### src/rtl/mp_pkg.sv
// Shared definitions for the teaching microprocessor: opcodes, control strobe
// bundle and the decode/immediate helpers used by the control/ALU core.
package mp_pkg;

    localparam int unsigned WORD_W = 8;

    localparam logic [1:0] OP_ADD = 2'b00;
    localparam logic [1:0] OP_LW  = 2'b01;
    localparam logic [1:0] OP_SW  = 2'b10;
    localparam logic [1:0] OP_J   = 2'b11;

    typedef struct packed {
        logic reg_dst;
        logic reg_write;
        logic alu_src;
        logic branch;
        logic mem_read;
        logic mem_write;
        logic mem_to_reg;
        logic alu_op;
    } ctrl_t;

    // Every 2-bit opcode is legal, so the decode is a complete table.
    function automatic ctrl_t decode_op(input logic [1:0] op);
        ctrl_t c;
        c = '0;
        unique case (op)
            OP_ADD: begin
                c.reg_dst   = 1'b1;
                c.reg_write = 1'b1;
            end
            OP_LW: begin
                c.reg_write  = 1'b1;
                c.alu_src    = 1'b1;
                c.mem_read   = 1'b1;
                c.mem_to_reg = 1'b1;
            end
            OP_SW: begin
                c.alu_src   = 1'b1;
                c.mem_write = 1'b1;
            end
            OP_J: begin
                c.branch = 1'b1;
                c.alu_op = 1'b1;
            end
            default: c = '0;
        endcase
        return c;
    endfunction

    function automatic logic [WORD_W-1:0] sign_ext_imm(input logic [1:0] field);
        return {{(WORD_W - 1){field[1]}}, field[0]};
    endfunction

endpackage

### src/rtl/mp_clk_div.sv
// Divides the board oscillator into a 50 % duty processor clock; clk_out
// toggles every HALF_PERIOD rising edges of clk_in.
module mp_clk_div #(
    parameter int unsigned HALF_PERIOD = 25_000_000
) (
    input  logic clk_in,
    input  logic reset,
    output logic clk_out
);

    localparam int unsigned CntW = (HALF_PERIOD > 1) ? $clog2(HALF_PERIOD) : 1;
    localparam logic [CntW-1:0] CntMax = CntW'(HALF_PERIOD - 1);

    logic [CntW-1:0] cnt_q, cnt_d;
    logic            clk_q, clk_d;

    always_comb begin
        cnt_d = cnt_q + 1'b1;
        clk_d = clk_q;
        if (cnt_q == CntMax) begin
            cnt_d = '0;
            clk_d = ~clk_q;
        end
    end

    always_ff @(posedge clk_in or posedge reset) begin
        if (reset) begin
            cnt_q <= '0;
            clk_q <= 1'b0;
        end else begin
            cnt_q <= cnt_d;
            clk_q <= clk_d;
        end
    end

    assign clk_out = clk_q;

endmodule

### src/rtl/mp_ctrl_alu.sv
// Control decode, immediate sign-extension and adder-only ALU of the 8-bit
// teaching processor, plus the processor clock divider.
module mp_ctrl_alu
    import mp_pkg::*;
#(
    parameter int unsigned HALF_PERIOD = 25_000_000
) (
    input  logic              clk_in,
    input  logic              reset,
    input  logic [WORD_W-1:0] instruction,
    input  logic [WORD_W-1:0] reg_data1,
    input  logic [WORD_W-1:0] reg_data2,
    output logic              clk_out,
    output logic              reg_dst,
    output logic              reg_write,
    output logic              alu_src,
    output logic              branch,
    output logic              mem_read,
    output logic              mem_write,
    output logic              mem_to_reg,
    output logic              alu_op,
    output logic [WORD_W-1:0] imm,
    output logic [WORD_W-1:0] alu_result
);

    ctrl_t             ctrl;
    logic [WORD_W-1:0] operand2;

    mp_clk_div #(
        .HALF_PERIOD(HALF_PERIOD)
    ) u_clk_div (
        .clk_in (clk_in),
        .reset  (reset),
        .clk_out(clk_out)
    );

    always_comb begin
        ctrl = decode_op(instruction[7:6]);
        imm  = sign_ext_imm(instruction[1:0]);
    end

    assign reg_dst    = ctrl.reg_dst;
    assign reg_write  = ctrl.reg_write;
    assign alu_src    = ctrl.alu_src;
    assign branch     = ctrl.branch;
    assign mem_read   = ctrl.mem_read;
    assign mem_write  = ctrl.mem_write;
    assign mem_to_reg = ctrl.mem_to_reg;
    assign alu_op     = ctrl.alu_op;

    // alu_op is informational only; the ALU always adds and drops the carry.
    assign operand2   = ctrl.alu_src ? imm : reg_data2;
    assign alu_result = reg_data1 + operand2;

endmodule

### config.mk
export PLATFORM = sky130hd
export DESIGN_NAME = mp_ctrl_alu
export DESIGN_NICKNAME = d
export VERILOG_FILES = /design/src/rtl/mp_pkg.sv /design/src/rtl/mp_clk_div.sv /design/src/rtl/mp_ctrl_alu.sv
export SDC_FILE = /design/constraint.sdc
export NUM_CORES = 1
export LEC_CHECK = 0
export BUFFER_PORTS_ARGS = -buffer_cell sky130_fd_sc_hd__buf_2
export CAP_MARGIN = 20
export CORE_UTILIZATION = 45
export CTS_CLUSTER_SIZE = 10
export DETAILED_ROUTE_END_ITERATION = 16
export PLACE_DENSITY_LB_ADDON = 0.1
export SLEW_MARGIN = 10
export SYNTH_ARGS = -nofsm -noshare
export SYNTH_HDL_FRONTEND = slang
export SYNTH_SLANG_ARGS = --single-unit
### constraint.sdc
create_clock -name clk_in -period 4.2 [get_ports clk_in]
set_input_delay 0.84 -clock clk_in [delete_from_list [all_inputs] [get_ports clk_in]]
set_output_delay 0.84 -clock clk_in [all_outputs]
set_load 0.02 [all_outputs]
Word level (Yosys, flattened, before mapping)

Index checks and enable logic that the tools add are counted.

Add/sub/neg operators: 2
$mul: 0
Divide/modulo/power cells: 0
Magnitude comparators: 0
Equal/unequal tests: 4
Shift operators: 0
Multiplexer cells: 8
Bitwise logic cells: 1
Reduce and logical (&&, ||, !) cells: 3

Operators with widths:

| operator              | number |
|---|---|
| $add 25x1->25 const B | 1 |
| $eq 25x25->1 const B  | 1 |
| $mux 25               | 1 |
| $add 8x8->8           | 1 |
| $mux 8                | 1 |
| $mux 1                | 6 |
| $eq 2x2->1 const B    | 2 |
| $reduce_or 2->1       | 2 |
| $eq 2x1->1 const B    | 1 |
| $logic_not 2->1       | 1 |
| $not 1->1             | 1 |

Register bits after elaboration: 26
Latch bits: 0
Bits in writable memories: 0
Memory bits (read-only): 0
Output and inout port bits: 25
Memories kept: 0

Logic depth before layout (Yosys ltp)

Word-level depth: 5
Gate-level depth with buffers: 10
Mapped depth without buffers: 9

Cells and area by module

Synthesis repeated with hierarchy kept, for this count alone.

Cells, all modules: 193
Area, all modules: 1829.3 um2

By module, submodules not included:

| module      | instances | cells an instance | area an instance (um2) | seq. area each (um2) |
|---|---|---|---|---|
| mp_clk_div  | 1         | 128               | 1313.8                 | 650.6 |
| mp_ctrl_alu | 1         | 65                | 515.5                  | 0.0 |

Least setup slack after synthesis

Ideal clock, no wire load.

Path kind: input -> output
From: input instruction[6]
To: output alu_result[6]
Data arrival time: 3.217 ns
Required time: 3.360 ns
Slack: 0.143 ns
Stages: 10
Buffers on the path: 1
Path through: inv_1 ha_1 clkbuf_1 mux2_2 ha_1 fa_1 a21o_1 a21oi_1 or4b_2 nand4_1

Word-level cells in the longest chain between the ends: 5
Elaborated cells on any way between the ends: 6

RTL lines:

| element                                  | line              | source |
|---|---|---|
| start, declared                          | mp_ctrl_alu.sv:10 | `input logic [WORD_W-1:0] instruction,` |
| $eq 2x1->1 or $eq 2x2->1 (tied branches) | mp_pkg.sv:27      | `unique case (op)` |
| $reduce_or 2->1 (no source line) *       | n/a               |  |
| $mux 1 *                                 | mp_pkg.sv:27      |  |
| via alu_src                              | mp_ctrl_alu.sv:16 | `output logic alu_src,` |
| $mux 8 *                                 | mp_ctrl_alu.sv:52 | `assign operand2 = ctrl.alu_src ? imm : reg_data2;` |
| $add 8x8->8 *                            | mp_ctrl_alu.sv:53 | `assign alu_result = reg_data1 + operand2;` |
| end, declared                            | mp_ctrl_alu.sv:23 | `output logic [WORD_W-1:0] alu_result` |

The timed path passes the listed nets; every way through them passes the cells marked *.

Final worst setup path

From: input instruction[7]
To: output alu_result[6]

Word-level cells in the longest chain between the ends: 5
Elaborated cells on any way between the ends: 6

RTL lines:

| element                                  | line |
|---|---|
| $eq 2x1->1 or $eq 2x2->1 (tied branches) | mp_pkg.sv:27 |
| $reduce_or 2->1 (no source line) *       | n/a |
| $mux 1 *                                 | mp_pkg.sv:27 |
| $mux 8 *                                 | mp_ctrl_alu.sv:52 |
| $add 8x8->8 *                            | mp_ctrl_alu.sv:53 |

Every way passes the cells marked *; elsewhere a longest branch is shown, timed or not.

==> results.py <==
metrics = {
    "outcome": {
        "outcome": "finished, final reports clean",
    },
    "worst_setup_path": {
        "critical_path.max_stage_delay_ns": 0.40,
        "reg2reg_from": "u_clk_div.cnt_q[0]$_DFF_PP0_",
        "path_class": "in2out",
        "regToRegSetupSlack_ns": 2.07,
        "path_delay_family": "adder cells",
        "worstPathMaxFanout": 10,
        "worstPathCellList": "buf_2, inv_1, ha_2, mux2_2, ha_1, fa_1, a21o_1, a21oi_2, or4b_2, nand4_1, buf_2",
        "arrival_ns": 3.16,
        "timing.reg2reg.worst_path_depth": 5,
        "r2r_end": "u_clk_div.cnt_q[6]$_DFF_PP0_",
        "setup.worst_path.end_class": "primary output",
        "critPathSlowestCell": "ha_2",
        "most_repeated_library_cell_on_the_critical_path": "buf_2",
        "critPathRequiredTime_ns": 3.36,
        "path_buf_inv": 3,
        "crit_path_launch_type": "input pin",
    },
    "clock_tree": {
        "cts_root_buf": "clkbuf_8",
        "clockBufferDepth": 2,
        "cts_inserted_buffers": 3,
        "clock_sink_count": 26,
        "cts_max_level": 1,
        "path_clk_slew_ns": 0.09,
        "clk-insertion-delay-late_ns": 0.27,
        "tritoncts": "yes",
    },
    "sta": {
        "finalHoldViolations": 0,
        "timing.slew.headroom_pct": 50.4,
        "rsz0062_at_grt": "false",
        "worst_hold_slack_ns": 0.473,
        "slew_violations": 0,
        "period_needed_ns": 4.00,
        "worst_pin_slew_ns": 0.741,
        "totalNegativeSetupSlack_ns": 0,
        "clock-skew-final_ns": 0.00593,
        "timing.fmax_mhz": 250,
        "layout_worst_path_cycle_share_pct": 95.2,
        "setup_violations": 0,
    },
    "min_path": {
        "hold_end": "u_clk_div.clk_out$_DFFE_PP0N_",
        "hold_path_startpoint": "u_clk_div.clk_out$_DFFE_PP0N_",
        "min_path_type": "reg2reg",
        "timing.hold.worst_path_depth": 1,
    },
    "cells_and_area": {
        "final_net_count": 282,
        "fin_area_mm2": 0.00215,
        "area_delta_synth_final_pct": 15.3,
        "diodes": 0,
        "fill_cells": 362,
        "final_cell_mix": "46 x buf_2, 26 x dfrtp_1, 16 x o21ai_0",
        "drive_above_1_share_pct": 25.3,
        "mostFrequentLayoutCell": "buf_2",
        "final_cell_count_no_fill": 291,
    },
    "routing": {
        "first_iter_violations": 62,
        "post_detailed_route_via_to_cell_ratio": 5.20,
        "routedLengthMet1_um": 1720,
        "totalWireLength_um": 3520,
        "dr.max_layer_used": "met4",
        "remaining_drc_errors": 0,
        "drt-wirelength-per-cell_um": 12.1,
        "length_of_routed_met3_wiring_um": 181,
        "wl_met2_um": 1600,
        "first_pass_iters": 4,
        "routed-via-count": 1513,
        "drt.antenna.violating_nets": 0,
    },
    "yosys": {
        "synth_area_per_cell_um2": 9.04,
        "synth.lib_cells_used.distinct": 37,
        "synth_area_mm2": 0.00186,
        "synth.ff_latch_count": 26,
        "sequential_area_share_after_synthesis_pct": 34.9,
        "synth.net_count": 246,
        "ys_warnings": 0,
        "synthesis.instances": 206,
    },
    "floorplanning": {
        "row_count": 23,
        "boundaryPins": 51,
        "area_of_the_die_mm2": 0.00440,
        "die-height_um": 66.3,
        "area_of_the_core_region_mm2": 0.00400,
        "initial_core_util_pct": 46.5,
        "die_outline_width_um": 66.3,
    },
    "place": {
        "postPlaceCellArea_mm2": 0.00205,
        "post-place-cells": 286,
        "place.gp.congestion": 0.788,
        "port-buffer-count": 46,
        "post-dp-hpwl_um": 2620,
    },
    "pwr": {
        "leakage_nw": 1.04,
        "power_density_mw_per_mm2": 291,
        "fin_total_pwr_mw": 0.625,
        "max-vdd-ir-drop_v": 0.000172,
    },
    "grt": {
        "grt_max_degree": 27,
        "grt_first_pass_wirelength_um": 5700,
        "grt_antenna_before_repair": 0,
        "grt_pass1_vias": 1287,
        "gr-usage-all-layers_pct": 16.6,
        "globalRoute.totalOverflow": 0,
    },
    "flow_run": {
        "max_cap_violations": 0,
    },
}
-- cells in the mapped netlist --
cell type	instances	area share, %
o41ai_1	1	0.47
or4b_4	1	0.74
fa_1	1	1.1
nor4b_1	3	1.4
nand3_1	10	2.7
nor4_1	5	1.7
nor3_1	3	0.81
a21o_1	3	1.2
buf_2	3	0.81
nor2b_1	2	0.67
and4_1	5	2.4
clkbuf_1	2	0.40
nand2_1	12	2.4
nor2_1	14	2.8
buf_4	10	4.0
o32a_1	2	1.1
and3_1	1	0.34
nand2b_1	2	0.67
inv_1	14	2.8
ha_1	13	8.7
or4b_2	1	0.54
nor3b_1	2	0.81
mux2i_1	3	1.6
o211ai_1	3	1.2
nor4bb_1	1	0.54
or3_1	4	1.3
nand4_2	1	0.67
buf_6	1	0.60
xnor2_1	8	3.8
o21bai_1	1	0.40
or2_2	3	1.0
mux2_2	1	0.60
nand4_1	10	3.4
o21ai_0	16	4.3
xor2_1	11	5.2
dfrtp_1	26	35
a21oi_1	7	1.9
-- stage by stage --
stage | setup WS [ns] | util (%)
2_1_floorplan | 0.143 | -
3_3_place_gp | 0.0552 | 51.1
3_5_place_dp | 0.0754 | 51.1
4_1_cts | 0.0708 | 52.9
5_1_grt | 0.0192 | 53.6
6_report | 0.204 | 53.6
-- cell families (layout without fill, tap and decap cells) --
| group | after synthesis | count (layout) | share of synthesized area (%) |
|---|---|---|---|
| simple gates | 80 | 80 | 24.9 |
| compound gates | 33 | 33 | 10.6 |
| buf+inv | 30 | 65 | 8.67 |
| flops | 26 | 26 | 34.9 |
| xor+xnor | 19 | 19 | 8.94 |
| fa+ha+maj | 14 | 14 | 9.81 |
| mux | 4 | 4 | 2.22 |
-- layout make-up --
class | count | area [um^2] | share of cell area (%)
inverters | 14 | 52.6 | 2.45
repair buffers | 47 | 245 | 11.4
well taps | 50 | 62.6 | 2.92
multi-input cells | 150 | 1060 | 49.6
clock inverters | 1 | 30.0 | 1.40
clock buffers | 3 | 41.3 | 1.92
flip-flops and latches | 26 | 651 | 30.3
-- worst max-delay path by stage --
stage / start / end / cells after the start
2_1_floorplan: instruction[6] / alu_result[6] / 10
3_3_place_gp: instruction[6] / alu_result[6] / 11
3_5_place_dp: instruction[6] / alu_result[6] / 11
4_1_cts: instruction[6] / alu_result[6] / 11
5_1_grt: instruction[6] / alu_result[6] / 11
6_report: instruction[7] / alu_result[6] / 11
-- worst reg2reg max path, delay by kind of cell, from the launching register on --
family | cells | cell delay (ns)
flip-flops | 1 | 0.39
adder cells (fa/ha/maj) | 1 | 0.22
AO/OA/AOI/OAI | 1 | 0.19
AND/OR/NAND/NOR | 3 | 1.18
-- power by group --
part           switching [mW]  internal (mW)  leakage [nW]
registers                   0          0.250         0.349
clock network          0.0765          0.127        0.0357
logic                   0.104         0.0671         0.657
-- routing by layer --
layer	GRT usage (%)	vias to the layer above
met4	5.05	0
met3	2.93	2
met1	21.7	677
li1	-	793
met5	0	-
met2	27.8	41
-- flip-flops by register name (all words and copies together) (netlist names) --
signal,flops
u_clk_div.clk_out,1
u_clk_div.cnt_q,25
-- repair_timing --
action / in CTS / in global routing
setup buffers: 0 / 0
resized for setup: 0 / 3
setup endpoints to repair: 0 / 3
hold buffers: 0 / 0
Note: power is estimated with default switching activity, not from simulation.
